File: src/rtl/operand_pkg.sv
// Shared types and constants for the ALU operand-B decode stage.
// The illegal field of opb_bundle_t exists only when OPB_ILLEGAL_DETECT_EN is defined.
package operand_pkg;

   localparam int OPB_XLEN = 32;

   localparam logic [2:0] SI_REG   = 3'b000;
   localparam logic [2:0] SI_IMM_I = 3'b001;
   localparam logic [2:0] SI_IMM_S = 3'b010;
   localparam logic [2:0] SI_IMM_U = 3'b011;

   localparam logic [6:0] OPC_OP     = 7'b0110011;
   localparam logic [6:0] OPC_OPIMM  = 7'b0010011;
   localparam logic [6:0] OPC_LOAD   = 7'b0000011;
   localparam logic [6:0] OPC_JALR   = 7'b1100111;
   localparam logic [6:0] OPC_STORE  = 7'b0100011;
   localparam logic [6:0] OPC_LUI    = 7'b0110111;
   localparam logic [6:0] OPC_AUIPC  = 7'b0010111;
   localparam logic [6:0] OPC_BRANCH = 7'b1100011;
   localparam logic [6:0] OPC_JAL    = 7'b1101111;

   typedef struct packed {
      logic [2:0]          si;
      logic [OPB_XLEN-1:0] imm12_I;
      logic [OPB_XLEN-1:0] imm12_S;
      logic [19:0]         imm20;
      logic [OPB_XLEN-1:0] pc;
`ifdef OPB_ILLEGAL_DETECT_EN
      logic                illegal;
`endif
   } opb_bundle_t;

   function automatic logic [2:0] opcode_to_si(input logic [6:0] opcode);
      case (opcode)
         OPC_OPIMM, OPC_LOAD, OPC_JALR: opcode_to_si = SI_IMM_I;
         OPC_STORE:                     opcode_to_si = SI_IMM_S;
         OPC_LUI, OPC_AUIPC:            opcode_to_si = SI_IMM_U;
         default:                       opcode_to_si = SI_REG;
      endcase
   endfunction

   function automatic logic opcode_known(input logic [6:0] opcode);
      case (opcode)
         OPC_OP, OPC_BRANCH, OPC_JAL,
         OPC_OPIMM, OPC_LOAD, OPC_JALR,
         OPC_STORE, OPC_LUI, OPC_AUIPC: opcode_known = 1'b1;
         default:                       opcode_known = 1'b0;
      endcase
   endfunction

endpackage

File: src/rtl/opb_field_decode.sv
// Combinational instruction -> operand-B bundle decoder.
// Immediate fields are extracted for every opcode; the consumer picks by si.
module opb_field_decode
   import operand_pkg::*;
(
   input  logic [31:0]         instr,
   input  logic [OPB_XLEN-1:0] pc,
   output opb_bundle_t         bundle
);

   always_comb begin
      // NOTE: default the whole output first so no path leaves a field unassigned (no latch).
      bundle         = '0;
      bundle.si      = opcode_to_si(instr[6:0]);
      bundle.imm12_I = {{(OPB_XLEN-12){1'b0}}, instr[31:20]};
      bundle.imm12_S = {{(OPB_XLEN-12){1'b0}}, instr[31:25], instr[11:7]};
      bundle.imm20   = instr[31:12];
      bundle.pc      = pc;
`ifdef OPB_ILLEGAL_DETECT_EN
      bundle.illegal = !opcode_known(instr[6:0]) || (instr[1:0] != 2'b11);
`endif
   end

endmodule

File: src/rtl/operand_b_decode_stage.sv
// Operand-B decode stage: registered decoded bundle with a 2-entry skid buffer.
// Define OPB_ILLEGAL_DETECT_EN to add the registered 'illegal' output.
module operand_b_decode_stage
   import operand_pkg::*;
#(
   parameter int              XLEN     = 32,
   parameter logic [XLEN-1:0] RESET_PC = '0
) (
   input  logic            clk,
   input  logic            reset,
   input  logic            flush,
   input  logic            in_valid,
   output logic            in_ready,
   input  logic [31:0]     instr,
   input  logic [XLEN-1:0] pc_in,
   output logic            out_valid,
   input  logic            out_ready,
   output logic [2:0]      Si,
   output logic [XLEN-1:0] imm12_I,
   output logic [XLEN-1:0] imm12_S,
   output logic [19:0]     imm20,
   output logic [XLEN-1:0] pc_out
`ifdef OPB_ILLEGAL_DETECT_EN
  ,output logic            illegal
`endif
);

   opb_bundle_t dec;
   opb_bundle_t main_q;
   opb_bundle_t skid_q;
   logic        main_v, skid_v;
   logic        main_v_next, skid_v_next;
   logic        load_main, load_skid, main_from_skid;
   logic        accept;

   opb_field_decode u_decode (
      .instr  (instr),
      .pc     (pc_in),
      .bundle (dec)
   );

   // in_ready is a pure function of a flop, so out_ready never reaches it combinationally.
   assign in_ready = !skid_v;
   assign accept   = in_valid && in_ready && !reset;

   always_comb begin
      main_v_next    = main_v;
      skid_v_next    = skid_v;
      load_main      = 1'b0;
      load_skid      = 1'b0;
      main_from_skid = 1'b0;
      if (flush) begin
         main_v_next = 1'b0;
         skid_v_next = 1'b0;
      end else if (!main_v || out_ready) begin
         // A held skid entry is older than anything arriving now, so it moves first.
         if (skid_v) begin
            load_main      = 1'b1;
            main_from_skid = 1'b1;
            main_v_next    = 1'b1;
            skid_v_next    = 1'b0;
         end else if (accept) begin
            load_main   = 1'b1;
            main_v_next = 1'b1;
         end else begin
            main_v_next = 1'b0;
         end
      end else if (accept) begin
         load_skid   = 1'b1;
         skid_v_next = 1'b1;
      end
   end

   always_ff @(posedge clk) begin
      // NOTE: state registers use non-blocking assignments so every flop samples pre-edge values.
      if (reset) begin
         main_v    <= 1'b0;
         skid_v    <= 1'b0;
         main_q    <= '0;
         main_q.pc <= RESET_PC;
      end else begin
         main_v <= main_v_next;
         skid_v <= skid_v_next;
         if (load_main) main_q <= main_from_skid ? skid_q : dec;
      end
   end

   // NOTE: skid data has no reset; skid_v alone says whether it holds anything.
   always_ff @(posedge clk) begin
      if (load_skid) skid_q <= dec;
   end

   assign out_valid = main_v;
   assign Si        = main_q.si;
   assign imm12_I   = main_q.imm12_I;
   assign imm12_S   = main_q.imm12_S;
   assign imm20     = main_q.imm20;
   assign pc_out    = main_q.pc;
`ifdef OPB_ILLEGAL_DETECT_EN
   assign illegal   = main_q.illegal;
`endif

endmodule
File: config.mk
export PLATFORM = sky130hd
export DESIGN_NAME = operand_b_decode_stage
export DESIGN_NICKNAME = d
export VERILOG_FILES = /design/src/rtl/operand_pkg.sv /design/src/rtl/opb_field_decode.sv /design/src/rtl/operand_b_decode_stage.sv
export SDC_FILE = /design/constraint.sdc
export NUM_CORES = 1
export LEC_CHECK = 0
export CAP_MARGIN = 20
export CORE_MARGIN = 5
export CORE_UTILIZATION = 35
export CTS_CLUSTER_DIAMETER = 50
export DETAILED_ROUTE_END_ITERATION = 8
export PLACE_DENSITY_LB_ADDON = 0.12
export SKIP_LAST_GASP = 1
export SYNTH_ARGS = -nofsm -noshare
export SYNTH_HDL_FRONTEND = slang
export SYNTH_SLANG_ARGS = --single-unit
export TNS_END_PERCENT = 100
File: constraint.sdc
create_clock -name clk -period 6.5 [get_ports clk]
set_input_delay 1.3 -clock clk [delete_from_list [all_inputs] [get_ports clk]]
set_output_delay 1.3 -clock clk [all_outputs]
set_load 0.01 [all_outputs]
### After elaboration in Yosys (flattened, before gate mapping)

Index checks and enable logic that the tools add are counted.

| cells by class | value |
|---|---|
| $add $sub $neg | 0 |
| multiply operators | 0 |
| div/mod/pow operators | 0 |
| magnitude comparators | 0 |
| eq/ne operators | 6 |
| shifts and indexed selects | 0 |
| mux-type cells | 11 |
| bitwise gates (word level) | 0 |
| reduce and logical (&&, ||, !) cells | 10 |

Operators with widths:

| kind | count |
|---|---|
| 2-to-1 mux 119 bit | 1 |
| == test 7 x 5 -> 1 bit (second input constant) | 2 |
| == test 7 x 6 -> 1 bit (second input constant) | 2 |
| 2-to-1 mux 1 bit | 9 |
| == test 7 x 2 -> 1 bit (second input constant) | 1 |
| == test 7 bit (second input constant) | 1 |
| one-hot mux 2 bit (3 select lines) | 1 |
| OR reduction 3 bit | 2 |
| OR reduction 2 bit | 2 |
| logical NOT 1 bit | 3 |
| logical AND 1 bit | 2 |
| logical OR 1 bit | 1 |

| storage, ports and cells | value |
|---|---|
| bits in registers | 200 |
| latch bits | 0 |
| memory bits (writable) | 0 |
| ROM bits | 0 |
| memories | 0 |

### Logic depth before layout (Yosys ltp)

| logic depth | value |
|---|---|
| depth after elaboration | 7 |
| mapped depth | 7 |

### Cells and area by module

A second synthesis with hierarchy kept.

| second synthesis, totals | value |
|---|---|
| cell total of the unflattened synthesis | 907 |
| area total of the unflattened synthesis | 11686.2 µm² |

Modules (own cells, without submodules):

| module | times used | cells an instance | area each (µm²) | seq. area each (µm²) |
|---|---|---|---|---|
| operand_b_decode_stage | 1 | 780 | 10737.8 | 5995.8 |
| opb_field_decode | 1 | 127 | 948.4 | 0.0 |

### Worst setup path before layout

Ideal clock, no wire load.

| timing | value |
|---|---|
| path type | input-to-reg |
| from | in reset |
| to | reg skid_q[0] (netlist name), enable pin |
| setup time | 0.422 ns |
| data arrival time | 3.174 ns |
| data required time | 6.078 ns |
| path slack | 2.904 ns |
| cell stages on the path | 4 |
| cells stage by stage | buf_2 clkbuf_1 nor2_1 and4_1 |

| on the way | value |
|---|---|
| word-level cells in the longest chain between the ends | 5 |

RTL lines:

| item | RTL line | text |
|---|---|---|
| start, declared | operand_b_decode_stage.sv:10 | `input logic reset,` |
| logical NOT 1 bit | operand_b_decode_stage.sv:44 | `assign accept = in_valid && in_ready && !reset;` |
| logical AND 1 bit | operand_b_decode_stage.sv:44 |  |
| 2-to-1 mux 1 bit | operand_b_decode_stage.sv:68 | `end else if (accept) begin` |
| 2-to-1 mux 1 bit | operand_b_decode_stage.sv:55 | `end else if (!main_v \|\| out_ready) begin` |
| 2-to-1 mux 1 bit | operand_b_decode_stage.sv:52 | `if (flush) begin` |
| net load_skid | operand_b_decode_stage.sv:33 | `logic load_main, load_skid, main_from_skid;` |
| end signal, assigned | operand_b_decode_stage.sv:90 | `if (load_skid) skid_q <= dec;` |
| end, declared | operand_b_decode_stage.sv:30 | `opb_bundle_t skid_q;` |

The timed path passes the listed nets, and every way through them passes these cells.
A chain may end at the register's enable or synchronous reset.

### Final worst setup path

| timing | value |
|---|---|
| from | in in_valid |
| to | reg main_q, in the netlist pc_out[18] |

| on the way | value |
|---|---|
| word-level cells in the longest chain between the ends | 6 |

RTL lines:

| item | RTL line | text |
|---|---|---|
| start, declared | operand_b_decode_stage.sv:12 | `input logic in_valid,` |
| logical AND 1 bit (2 in a row) | operand_b_decode_stage.sv:44 |  |
| 2-to-1 mux 1 bit | operand_b_decode_stage.sv:62 | `end else if (accept) begin` |
| 2-to-1 mux 1 bit | operand_b_decode_stage.sv:57 | `if (skid_v) begin` |
| 2-to-1 mux 1 bit | operand_b_decode_stage.sv:55 |  |
| 2-to-1 mux 1 bit | operand_b_decode_stage.sv:52 |  |
| end signal, assigned | operand_b_decode_stage.sv:84 | `if (load_main) main_q <= main_from_skid ? skid_q : dec;` |
| end, declared | operand_b_decode_stage.sv:29 | `opb_bundle_t main_q;` |

Every way passes these cells.

==> results_dict.tcl <==
set metrics [dict create \
    status "completed" \
    finalHoldWorstSlack_ns 0.470 \
    crit_path_max_fanout 62 \
    core_area_um2 13800 \
    gp_congestion 0.726 \
    finalSetupTns_ns 0 \
    cts_root_buffer "clkbuf_16" \
    fin_crit_sh 0.554 \
    p_leak_nw 2.31 \
    netlist_instances 411 \
    fmax_ghz 0.278 \
    hold_viol_final 0 \
    cts_tree "built" \
    drv_slew 0 \
    yosys.cell_types.count 32 \
    r2r_slack_ns 3.92 \
    end_kind "register" \
    clk_latency_ns 0.40 \
    fin_crit_ns 3.60 \
    max-slew-margin-rel 0.520 \
    worstSetupPathType "input pin to register" \
    hold_class "register to register" \
    cts_buffers 17 \
    grt_setup_unrepaired "false" \
    synth-compound-area-share 0.164 \
    muxShareOfSynthArea 0 \
    setup_viol 0 \
    cp-start-kind "input pin" \
    final_nets 602 \
    drtPass1Iterations 4 \
    holdPathEnd "Si[1]$_SDFFE_PP0P_" \
    ys_async_sr_fraction 0 \
    die_width_um 128 \
    hold_depth 2 \
    drcViolationCount 0 \
    cts_max_path_buffers 2 \
    netlist_area_um2 4870 \
    grt_pass1_vias 3620 \
    clock_skew_ns 0.00666 \
    fin_cells 726 \
    synth-simple-area-share 0.0970 \
    areaGrowthSynthToFinish_pct 37.2 \
    min_from "Si[1]$_SDFFE_PP0P_" \
    r2r-start "out_valid$_SDFFE_PP0N_" \
    synth_top_family_by_area "compound AO/OA/AOI/OAI gates" \
    antenna_found_initial 0 \
    rr_worst_depth 6 \
    synth-xor-area-share 0 \
    avgSynthCellArea_um2 11.9 \
    grt_max_degree 64 \
    worstPathRequired_ns 6.82 \
    ys_seq_area_frac 0.614 \
    rows 43 \
    io_buffers 148 \
    n_fill_cell 1312 \
    grt.total_usage 0.152 \
    dp_hpwl_um 7900 \
    ys.flop_type "dfxtp_1" \
    place_ws_ns 2.46 \
    antenna_cells 0 \
    start_util 0.354 \
    ys_ff_latch 120 \
    final_area_um2 6690 \
    powerDensity_nw_per_um2 265 \
    io_pins 190 \
    cp.arrival_ns 3.91 \
    post_cts_buffers 0 \
    cts_resized 0 \
    synth_warnings 0 \
    fin_ws_ns 2.90 \
    ant_nets 0 \
    maxCapViolations 0 \
    r2r-end "pc_out[18]$_SDFFE_PP0P_" \
    fin_util 0.486 \
    postCtsHoldBufs 0 \
    drive_above_1_share 0.0696 \
    dpl_cell_area_um2 6180 \
    synth_edf_count 59 \
    finalPower_mw 1.77 \
    via_per_inst 4.92 \
    htreeDepth 4 \
    clock_sinks 120 \
    clkTransAtPathRegs_ns 0.05 \
    wl_per_cell_um 17.2 \
    drt_iter0_drc 204 \
    vias 3573 \
    dp_cells 694 \
    wl_um 12500 \
    worst_slew_pin_slew_ns 0.720 \
    synth_fa_ha_area_frac 0 \
    die_h_um 128 \
    ir_drop_uv 153 \
    grt_pass1_wl_um 19400 \
    grt_overflow 0 \
    die-area_um2 16400 \
]
==> worst max-delay path by stage <==
stage | startpoint | endpoint | slack [ns]
6_report | in_valid | pc_out[18]$_SDFFE_PP0P_ | 2.90
5_1_grt | in_valid | pc_out[18]$_SDFFE_PP0P_ | 2.72
4_1_cts | in_valid | pc_out[22]$_SDFFE_PP0P_ | 2.90
3_5_place_dp | in_valid | pc_out[13]$_SDFFE_PP0P_ | 2.46
3_3_place_gp | in_valid | pc_out[10]$_SDFFE_PP0P_ | 2.56
2_1_floorplan | reset | skid_q[0]$_DFFE_PP_ | 2.90
==> Yosys cell counts (2+ instances only) <==
library cell	number	share of area
dfxtp_1	61	0.25
nor2_1	2	0.0015
buf_4	60	0.092
clkbuf_1	20	0.015
o22ai_1	114	0.15
edfxtp_1	59	0.36
nand2_1	2	0.0015
a21oi_1	2	0.0021
buf_2	7	0.0072
nand2b_1	60	0.077
buf_6	3	0.0069
==> sequential cells by signal (all words and copies together), names as in the netlist <==
name	cells
skid_v	1
imm20	19
Si	2
imm12_S	6
pc_out	32
skid_q	59
out_valid	1
==> cells by family after synthesis <==
family	count (synthesis)
AND/OR/NAND/NOR	74
flip-flops	120
AO/OA/AOI/OAI	123
buffers and inverters	93
other	1
==> final cells by class <==
class,instances,area (µm²),area share
Clock buffer,27,483,0.0722
Clock inverter,5,23.8,0.00355
Inverter,2,7.51,0.00112
Multi-Input combinational cell,238,1440,0.215
Sequential cell,120,2990,0.447
Tap cell,180,225,0.0337
Timing Repair Buffer,154,1520,0.227
==> cell usage in the layout, fill, tap and decap left out, types with 2 or more instances in the layout <==
cell type / count
clkdlybuf4s50_1: 147
o22ai_1: 114
dfxtp_1: 61
nand2b_1: 59
edfxtp_1: 59
conb_1: 41
clkbuf_16: 17
clkbuf_1: 8
buf_4: 6
clkinv_2: 4
nand2_1: 2
nor2_1: 2
a21oi_1: 2
clkbuf_8: 2
==> power by group <==
part / leakage (nW) / internal (mW) / switching (mW)
logic: 1.03 / 0.0867 / 0.0670
registers: 1.03 / 0.808 / 0.00946
clock network: 0.251 / 0.502 / 0.301
==> worst max-delay path: stages <==
cell and delay [ns]:
clkdlybuf4s50_1 0.55, nand2b_4 0.07, a211oi_4 0.22, buf_4 0.58
nand2b_2 0.54, buf_4 0.41, o22ai_1 0.21
==> layer usage <==
metal  vias to the layer above  global-route usage  routed length [µm]
met2                       148               0.226                5670
met3                        10              0.0533                1030
met1                      1741               0.204                5660
met5                         -                   0                   0
li1                       1674                   -                   -
met4                         0              0.0543                 119
No activity file was read; power rests on OpenSTA's default activity.
